## config.mk

```make
export PLATFORM = sky130hd
export DESIGN_NAME = tx_pad_fcs
export DESIGN_NICKNAME = d
export VERILOG_FILES = /design/src/rtl/tx_pad_fcs.sv
export SDC_FILE = /design/constraint.sdc
export NUM_CORES = 1
export LEC_CHECK = 0
export CAP_MARGIN = 20
export CORE_MARGIN = 8
export CORE_UTILIZATION = 50
export DETAILED_ROUTE_END_ITERATION = 8
export GPL_TIMING_DRIVEN = 0
export PLACE_DENSITY = 0.65
export SKIP_LAST_GASP = 1
export SYNTH_ARGS = -nofsm -noshare
export SYNTH_HDL_FRONTEND = slang
export SYNTH_SLANG_ARGS = --single-unit
```

## constraint.sdc

```tcl
create_clock -name clk -period 3.1 [get_ports clk]
set_input_delay 0.93 -clock clk [delete_from_list [all_inputs] [get_ports clk]]
set_output_delay 0.93 -clock clk [all_outputs]
set_load 0.02 [all_outputs]
```

## src/rtl/tx_pad_fcs.sv

```systemverilog
// tx_pad_fcs: transmit framing stage. Pads frames with zero bytes up to
// MIN_FRAME, appends the IEEE 802.3 CRC-32 FCS (LSB first), truncates frames
// at MAX_FRAME and discards the remainder of an oversize frame.
module tx_pad_fcs #(
  parameter int MIN_FRAME = 60,
  parameter int MAX_FRAME = 1514
) (
  input  logic       clk,
  input  logic       rst_n,
  input  logic [7:0] s_data,
  input  logic       s_valid,
  input  logic       s_last,
  output logic       s_ready,
  output logic [7:0] m_data,
  output logic       m_valid,
  output logic       m_last,
  input  logic       m_ready,
  output logic       frame_done,
  output logic       oversize
);

  typedef enum logic [2:0] {IDLE, DATA, PAD, FCS, DROP} state_t;

  localparam logic [10:0] MIN_L = 11'(MIN_FRAME);
  localparam logic [10:0] MAX_L = 11'(MAX_FRAME);

  // Reflected CRC-32, one byte, LSB first.
  function automatic logic [31:0] crc8(input logic [31:0] c, input logic [7:0] d);
    logic [31:0] r;
    r = c ^ {24'h0, d};
    for (int i = 0; i < 8; i++)
      r = r[0] ? ((r >> 1) ^ 32'hEDB88320) : (r >> 1);
    return r;
  endfunction

  state_t      state_q, state_d;
  logic [31:0] crc_q, crc_d;
  logic [10:0] cnt_q, cnt_d;
  logic [1:0]  idx_q, idx_d;
  logic        ovr_q, ovr_d;      // current frame was truncated: drop its tail after FCS
  logic [7:0]  m_data_q, m_data_d;
  logic        m_valid_q, m_valid_d;
  logic        m_last_q, m_last_d;
  logic        rst_done_q;        // keeps s_ready low while reset is applied

  logic        load;
  logic        acc;
  logic [10:0] cnt_inc;
  logic [31:0] fcs;

  assign cnt_inc = cnt_q + 11'd1;
  assign fcs     = ~crc_q;
  assign m_data  = m_data_q;
  assign m_valid = m_valid_q;
  assign m_last  = m_last_q;

  // State and datapath registers.
  always_ff @(posedge clk or negedge rst_n) begin
    if (!rst_n) begin
      state_q    <= IDLE;
      crc_q      <= 32'hFFFFFFFF;
      cnt_q      <= 11'd0;
      idx_q      <= 2'd0;
      ovr_q      <= 1'b0;
      m_data_q   <= 8'h00;
      m_valid_q  <= 1'b0;
      m_last_q   <= 1'b0;
      rst_done_q <= 1'b0;
    end else begin
      state_q    <= state_d;
      crc_q      <= crc_d;
      cnt_q      <= cnt_d;
      idx_q      <= idx_d;
      ovr_q      <= ovr_d;
      m_data_q   <= m_data_d;
      m_valid_q  <= m_valid_d;
      m_last_q   <= m_last_d;
      rst_done_q <= 1'b1;
    end
  end

  // Next state plus output-register, CRC and count updates.
  always_comb begin
    state_d   = state_q;
    crc_d     = crc_q;
    cnt_d     = cnt_q;
    idx_d     = idx_q;
    ovr_d     = ovr_q;
    m_data_d  = m_data_q;
    m_last_d  = m_last_q;
    m_valid_d = m_valid_q && !m_ready;
    case (state_q)
      IDLE, DATA: begin
        if (acc) begin
          m_data_d  = s_data;
          m_valid_d = 1'b1;
          m_last_d  = 1'b0;
          crc_d     = crc8(crc_q, s_data);
          cnt_d     = cnt_inc;
          state_d   = DATA;
          if (s_last || cnt_inc == MAX_L) begin
            ovr_d   = !s_last;
            state_d = (cnt_inc < MIN_L) ? PAD : FCS;
          end
        end
      end
      PAD: begin
        if (load) begin
          m_data_d  = 8'h00;
          m_valid_d = 1'b1;
          m_last_d  = 1'b0;
          crc_d     = crc8(crc_q, 8'h00);
          cnt_d     = cnt_inc;
          if (cnt_inc == MIN_L) state_d = FCS;
        end
      end
      FCS: begin
        if (load) begin
          // Last FCS byte already in the register and draining now: frame done.
          if (m_valid_q && m_last_q) begin
            m_valid_d = 1'b0;
            m_last_d  = 1'b0;
            state_d   = ovr_q ? DROP : IDLE;
            crc_d     = 32'hFFFFFFFF;
            cnt_d     = 11'd0;
            idx_d     = 2'd0;
            ovr_d     = 1'b0;
          end else begin
            m_data_d  = fcs[{idx_q, 3'b000} +: 8];
            m_valid_d = 1'b1;
            m_last_d  = (idx_q == 2'd3);
            idx_d     = idx_q + 2'd1;
          end
        end
      end
      DROP: begin
        if (acc && s_last) state_d = IDLE;
      end
      default: state_d = IDLE;
    endcase
  end

  // Handshake outputs and event pulses.
  always_comb begin
    load       = !m_valid_q || m_ready;
    s_ready    = rst_done_q &&
                 ((((state_q == IDLE) || (state_q == DATA)) && load) || (state_q == DROP));
    acc        = s_valid && s_ready;
    frame_done = (state_q == FCS) && m_valid_q && m_last_q && m_ready;
    oversize   = acc && ((state_q == IDLE) || (state_q == DATA)) &&
                 (cnt_inc == MAX_L) && !s_last;
  end

endmodule

```

==> After elaboration in Yosys (flattened, before gate mapping) <==
Index checks and enable logic that the tools add are counted.
{ "word_totals": {"register_bits": 60, "latchBits": 0, "ramBits": 0, "romBits": 0, "inputBits": 13, "wordCells": 132, "mem_count": 0} }
{ "classes": {"n_addsub": 2, "n_mul": 0, "div": 0, "n_lt_le_gt_ge": 1, "n_eq_ne": 15, "n_shift": 1, "n_mux": 57, "bitwise_logic": 18, "n_reduce_logical": 29} }
{ "op_table": {"columns": ["cell", "n"], "rows": [
  ["32-bit 2-to-1 mux", 20],
  ["13-bit NOT with 14-bit output", 16],
  ["32-bit case mux with 3 select lines", 1],
  ["11-bit 2-to-1 mux", 4],
  ["11-bit case mux with 3 select lines", 1],
  ["8-bit 2-to-1 mux", 4],
  ["32-bit NOT", 1],
  ["32-bit by 6-bit indexed part select with 8-bit output", 1],
  ["32-bit by 8-bit XOR with 32-bit output", 1],
  ["8-bit case mux with 3 select lines", 1],
  ["3-bit 2-to-1 mux", 7],
  ["2-bit inequality test, second input constant", 8],
  ["5-bit AND reduction", 3],
  ["1-bit 2-to-1 mux", 13],
  ["1-bit logical AND", 12],
  ["3-bit case mux with 4 select lines", 1],
  ["11-bit by 1-bit adder with 11-bit output, second input constant", 1],
  ["11-bit == test, second input constant", 1],
  ["11-bit by 6-bit == test with 1-bit output, second input constant", 1],
  ["11-bit by 6-bit < comparator with 1-bit output, second input constant", 1],
  ["3-bit by 2-bit == test with 1-bit output, second input constant", 2],
  ["1-bit case mux with 3 select lines", 2],
  ["6-bit AND reduction", 1],
  ["1-bit logical OR", 4],
  ["13 further kinds", 16]
]} }

==> Logic depth before layout (Yosys ltp) <==
{ "depth": {"word_depth": 19, "ltp_mapped": 9, "ltp_nobuf": 7} }

==> Worst setup path before layout <==
Ideal clock, no wire load.
{ "synth_path": {"path_kind": "register to output", "start": "register cnt_q[0]", "end": "output oversize", "t_arrival_ns": 1.944, "t_required_ns": 2.170, "path_slack_ns": 0.226, "stages_incl_launch_ff": 8, "cell_sequence": "dfrtp_1 -> ha_1 -> clkbuf_2 -> nand3_1 -> nor4_1 -> xnor2_1 -> a2111oi_0 -> and3_1"} }
{ "synth_between": {"elab_chain_cells": 4} }
{ "synth_lines": {"columns": ["element", "line", "rtl"], "rows": [
  ["start, declared", "38", "logic [10:0] cnt_q, cnt_d;"],
  ["start signal, assigned", "72", "cnt_q <= cnt_d;"],
  ["11-bit by 1-bit adder with 11-bit output", "51", "assign cnt_inc = cnt_q + 11'd1;"],
  ["11-bit == test", "151", "(cnt_inc == MAX_L) && !s_last;"],
  ["1-bit logical AND", "150", "oversize = acc && ((state_q == IDLE) || (state_q == DATA)) &&"],
  ["1-bit logical AND", "151", null],
  ["end, declared", "19", "output logic oversize"]
]} }
Every way passes these cells.

==> Worst setup path in the final report <==
Same ends and word-level chain as after synthesis.

==> flow_summary_export.csv <==
group,metric,value,unit
drt,drtPass1Iterations,7,
finish,fin_cells,669,
floorplan,num_rows,35,
setup_path,worstSetupStartpointType,"register",
setup_path,r2r_start,"crc_q[1]$_DFFE_PN1P_",
logic_synthesis,syn_avg_cell_area,9.111,µm²
logic_synthesis,synthFlopType,"dfstp_2",
setup_path,slowest_stage,"dfrtp_2",
clocking,cts-buffers-inserted,9,
timing,finalCritPeriodShare,1.008,
floorplan,fp.dieW,112.5,µm
drt,drc_errors,0,
place,place_congestion,0.9460,
grt,grt_first_pass_wirelength,21.24,mm
logic_synthesis,postSynthCellCount,511,
drt,detail_route.iter0.violations,298,
logic_synthesis,ys_ff_latch,60,
grt,grt_max_degree,37,
floorplan,dieHeight,112.5,µm
clocking,htree_levels,3,
min_path,worst_hold_path.num_cells,1,
logic_synthesis,synth-async-reset-ratio,1.000,
min_path,hp-class,"register to register",
timing,slew_violations,0,
logic_synthesis,synth_area_leaders,"dfstp_2, dfrtp_1, xnor2_1",
timing,final.setup.tns,-0.02440,ns
setup_path,reg2reg_to,"crc_q[20]$_DFFE_PN1P_",
drt,vias,3967,
clocking,cts_tree,"built",
floorplan,die-area,12660,µm²
timing,fmax,320.1,MHz
timing,final.min_clock_period,3.124,ns
finish,diodes,0,
timing,setup_slack,-0.02440,ns
pwr,p_leak,2.110,nW
timing,worst_slew_pin_slew,0.8668,ns
setup_path,crit_path_end_kind,"output port",
clocking,cts-root-buf,"clkbuf_8",
floorplan,pin_count,26,
drt,wl_per_cell,19.59,µm
min_path,hold_end,"ovr_q$_DFFE_PN0P_",
place,dp.cells,647,
grt,grt_pass1_vias,3996,
timing,finalHoldViolCount,0,
grt,antenna_found_initial,0,
clocking,insertion_delay,0.35,ns
floorplan,core-area,9153,µm²
logic_synthesis,syn_nets,527,
setup_path,critPathMaxFanout,5,
logic_synthesis,synth_edf_count,0,
place,dp.final_hpwl,9.162,mm
grt,globalRoute.totalOverflow,0,
pwr,p_per_area,448.8,nW/µm²
clocking,path_clk_slew,0.08,ns
setup_path,ff2ff_path_depth,7,
status,violations,"negative setup slack",
setup_path,cp.arrival,2.19,ns
timing,setup_viol,1,
logic_synthesis,yosysWarnings,0,
timing,slew_headroom,0.4222,
pwr,peakVddDrop,232.0,µV
drt,wl,13.11,mm
finish,final_nets,569,
logic_synthesis,synth_largest_area_cell,"dfstp_2",
job,max_cap_violations,0,
setup_path,cp.required,2.17,ns
setup_path,ff2ff_setup_slack,0.52,ns
grt,globalRouteTotalUtil,0.2138,
setup_path,crit_chain,"ha_4, nand4_1, o21ai_1, a21o_1, a2111oi_4, and3_4, buf_6",
logic_synthesis,yosys.cell_types.count,60,
drt,vias_per_cell,5.930,
timing,rsz0062_at_grt,"yes",
timing,hold-worst-slack,0.4775,ns
finish,area_growth_syn_to_layout,15.86,%
drt,ant_nets,0,
status,outcome,"finished with violations",
finish,fin_util,0.5893,
logic_synthesis,synth_top_area_share,0.1806,
clocking,cts_sinks,60,
timing,final.setup_skew,0.01111,ns
logic_synthesis,ys_seq_area_frac,0.3311,
clocking,clock_path_buffers,2,
finish,drive_above_1_share,0.1989,
floorplan,initial_utilization,0.5087,
setup_path,cpPeakStageDelay,0.43,ns
place,port_buffers,24,
setup_path,worstSetupPathType,"register to output port",
logic_synthesis,synth.cell_area,4656,µm²
min_path,hold_start,"ovr_q$_DFFE_PN0P_",
clocking,holdBufCountCts,0,
-- where the power goes --
part	switching [mW]	total [mW]	internal (mW)
clock network	0.326	0.694	0.368
logic	0.472	0.849	0.377
registers	0.0351	0.878	0.843
total	0.833	2.42	1.59
-- critical path, delay by kind of cell (launching register included) --
family / cells / cell delay, ns
AO/OA/AOI/OAI: 3 / 0.68
AND/OR/NAND/NOR: 2 / 0.46
adder cells (fa/ha/maj): 1 / 0.18
flip-flops: 1 / 0.43
buffers and inverters: 1 / 0.11
-- repair_timing --
action | CTS | global route
cloned | 0 | 0
pin swaps | 9 | 4
setup endpoints to repair | 19 | 40
resized for setup | 25 | 12
buffers inserted | 5 | 3
-- final cells by class --
| cell class | count | area [µm²] |
|---|---|---|
| timing repair buffer | 33 | 316.6 |
| multi-input combinational | 411 | 3033 |
| clock inverter | 5 | 52.55 |
| buffer | 33 | 158.9 |
| fill | 818 | 3759 |
| inverter | 5 | 18.77 |
| tap | 111 | 138.9 |
| clock buffer | 11 | 131.4 |
| sequential | 60 | 1544 |
-- worst max path at each step --
| stage | start | end | slack (ns) | cells after the start |
|---|---|---|---|---|
| final | cnt_q[0]$_DFFE_PN0P_ | oversize | -0.02 | 7 |
| after global routing | cnt_q[0]$_DFFE_PN0P_ | oversize | -0.18 | 7 |
| after CTS | cnt_q[1]$_DFFE_PN0P_ | oversize | -0.15 | 8 |
| after detailed placement | m_ready | oversize | -0.75 | 6 |
| after global placement | rst_n | cnt_q[1]$_DFFE_PN0P_ | -0.90 | 1 |
| after floorplan | cnt_q[0]$_DFFE_PN0P_ | oversize | 0.23 | 7 |
-- per-stage QoR --
| step | power [mW] | cell area, µm² | setup slack, ns |
|---|---|---|---|
| 2_1_floorplan | 1.485 | 4656 | 0.2263 |
| 3_3_place_gp | 1.657 | 5035 | -0.9039 |
| 3_5_place_dp | 1.674 | 5050 | -0.7488 |
| 4_1_cts | 2.406 | 5316 | -0.1462 |
| 5_1_grt | 2.539 | 5394 | -0.1751 |
| 6_report | 2.421 | 5394 | -0.02440 |
-- metal layers --
layer | vias to the layer above | share of wire | global-route usage
li1 | 1853 | - | -
met1 | 1927 | 0.44 | 0.2756
met2 | 165 | 0.46 | 0.3388
met3 | 22 | 0.077 | 0.05368
met4 | 0 | 0.022 | 0.07914
met5 | - | 0 | 0
-- synth_stat cells, drive strengths merged, types with 6 or more instances --
| library cell | number |
|---|---|
| nand3 | 8 |
| dfstp | 32 |
| dfrtp | 28 |
| o21ai | 56 |
| buf | 17 |
| o22ai | 22 |
| nand2b | 6 |
| xnor2 | 81 |
| nor2 | 27 |
| a21oi | 22 |
| nand2 | 61 |
| clkbuf | 18 |
| xor2 | 50 |
| mux4 | 8 |
-- kinds of logic (layout without fill, tap and decap cells) --
family | Yosys count | count (layout) | share of synthesized area
adder cells (fa/ha/maj) | 3 | 3 | 0.008063
flip-flops | 60 | 60 | 0.3311
AO/OA/AOI/OAI | 136 | 136 | 0.1793
multiplexers | 9 | 9 | 0.04112
buffers and inverters | 40 | 87 | 0.04004
XOR/XNOR | 132 | 132 | 0.2747
other | 1 | 1 | 0.0008055
AND/OR/NAND/NOR | 130 | 130 | 0.1250
-- placed cells by master, fill, tap and decap left out, types with 3 or more instances in the layout --
cell type	count
o211ai_1	3
dfstp_2	32
nand3_1	7
xnor2_1	74
xor2_4	3
clkinv_2	3
nor2_1	26
o22ai_1	22
a21oi_1	22
and3_1	4
nand2b_1	5
o31ai_1	3
clkbuf_8	9
buf_1	6
inv_1	5
clkdlybuf4s50_1	19
xor2_1	46
buf_2	8
a21o_1	4
nor3_1	5
o21a_1	3
mux4_2	8
xnor2_2	7
clkbuf_1	16
nand2_1	59
buf_4	12
dfrtp_1	26
o21ai_0	55
-- state kept, by name, summed over array words and instances, names as in the netlist --
| name | cells |
|---|---|
| m_valid | 1 |
| state_q | 3 |
| idx_q | 2 |
| cnt_q | 11 |
| crc_q | 32 |
| m_data | 8 |
| ovr_q | 1 |
| rst_done_q | 1 |
| m_last | 1 |
Power figures use the tool's default switching activity.
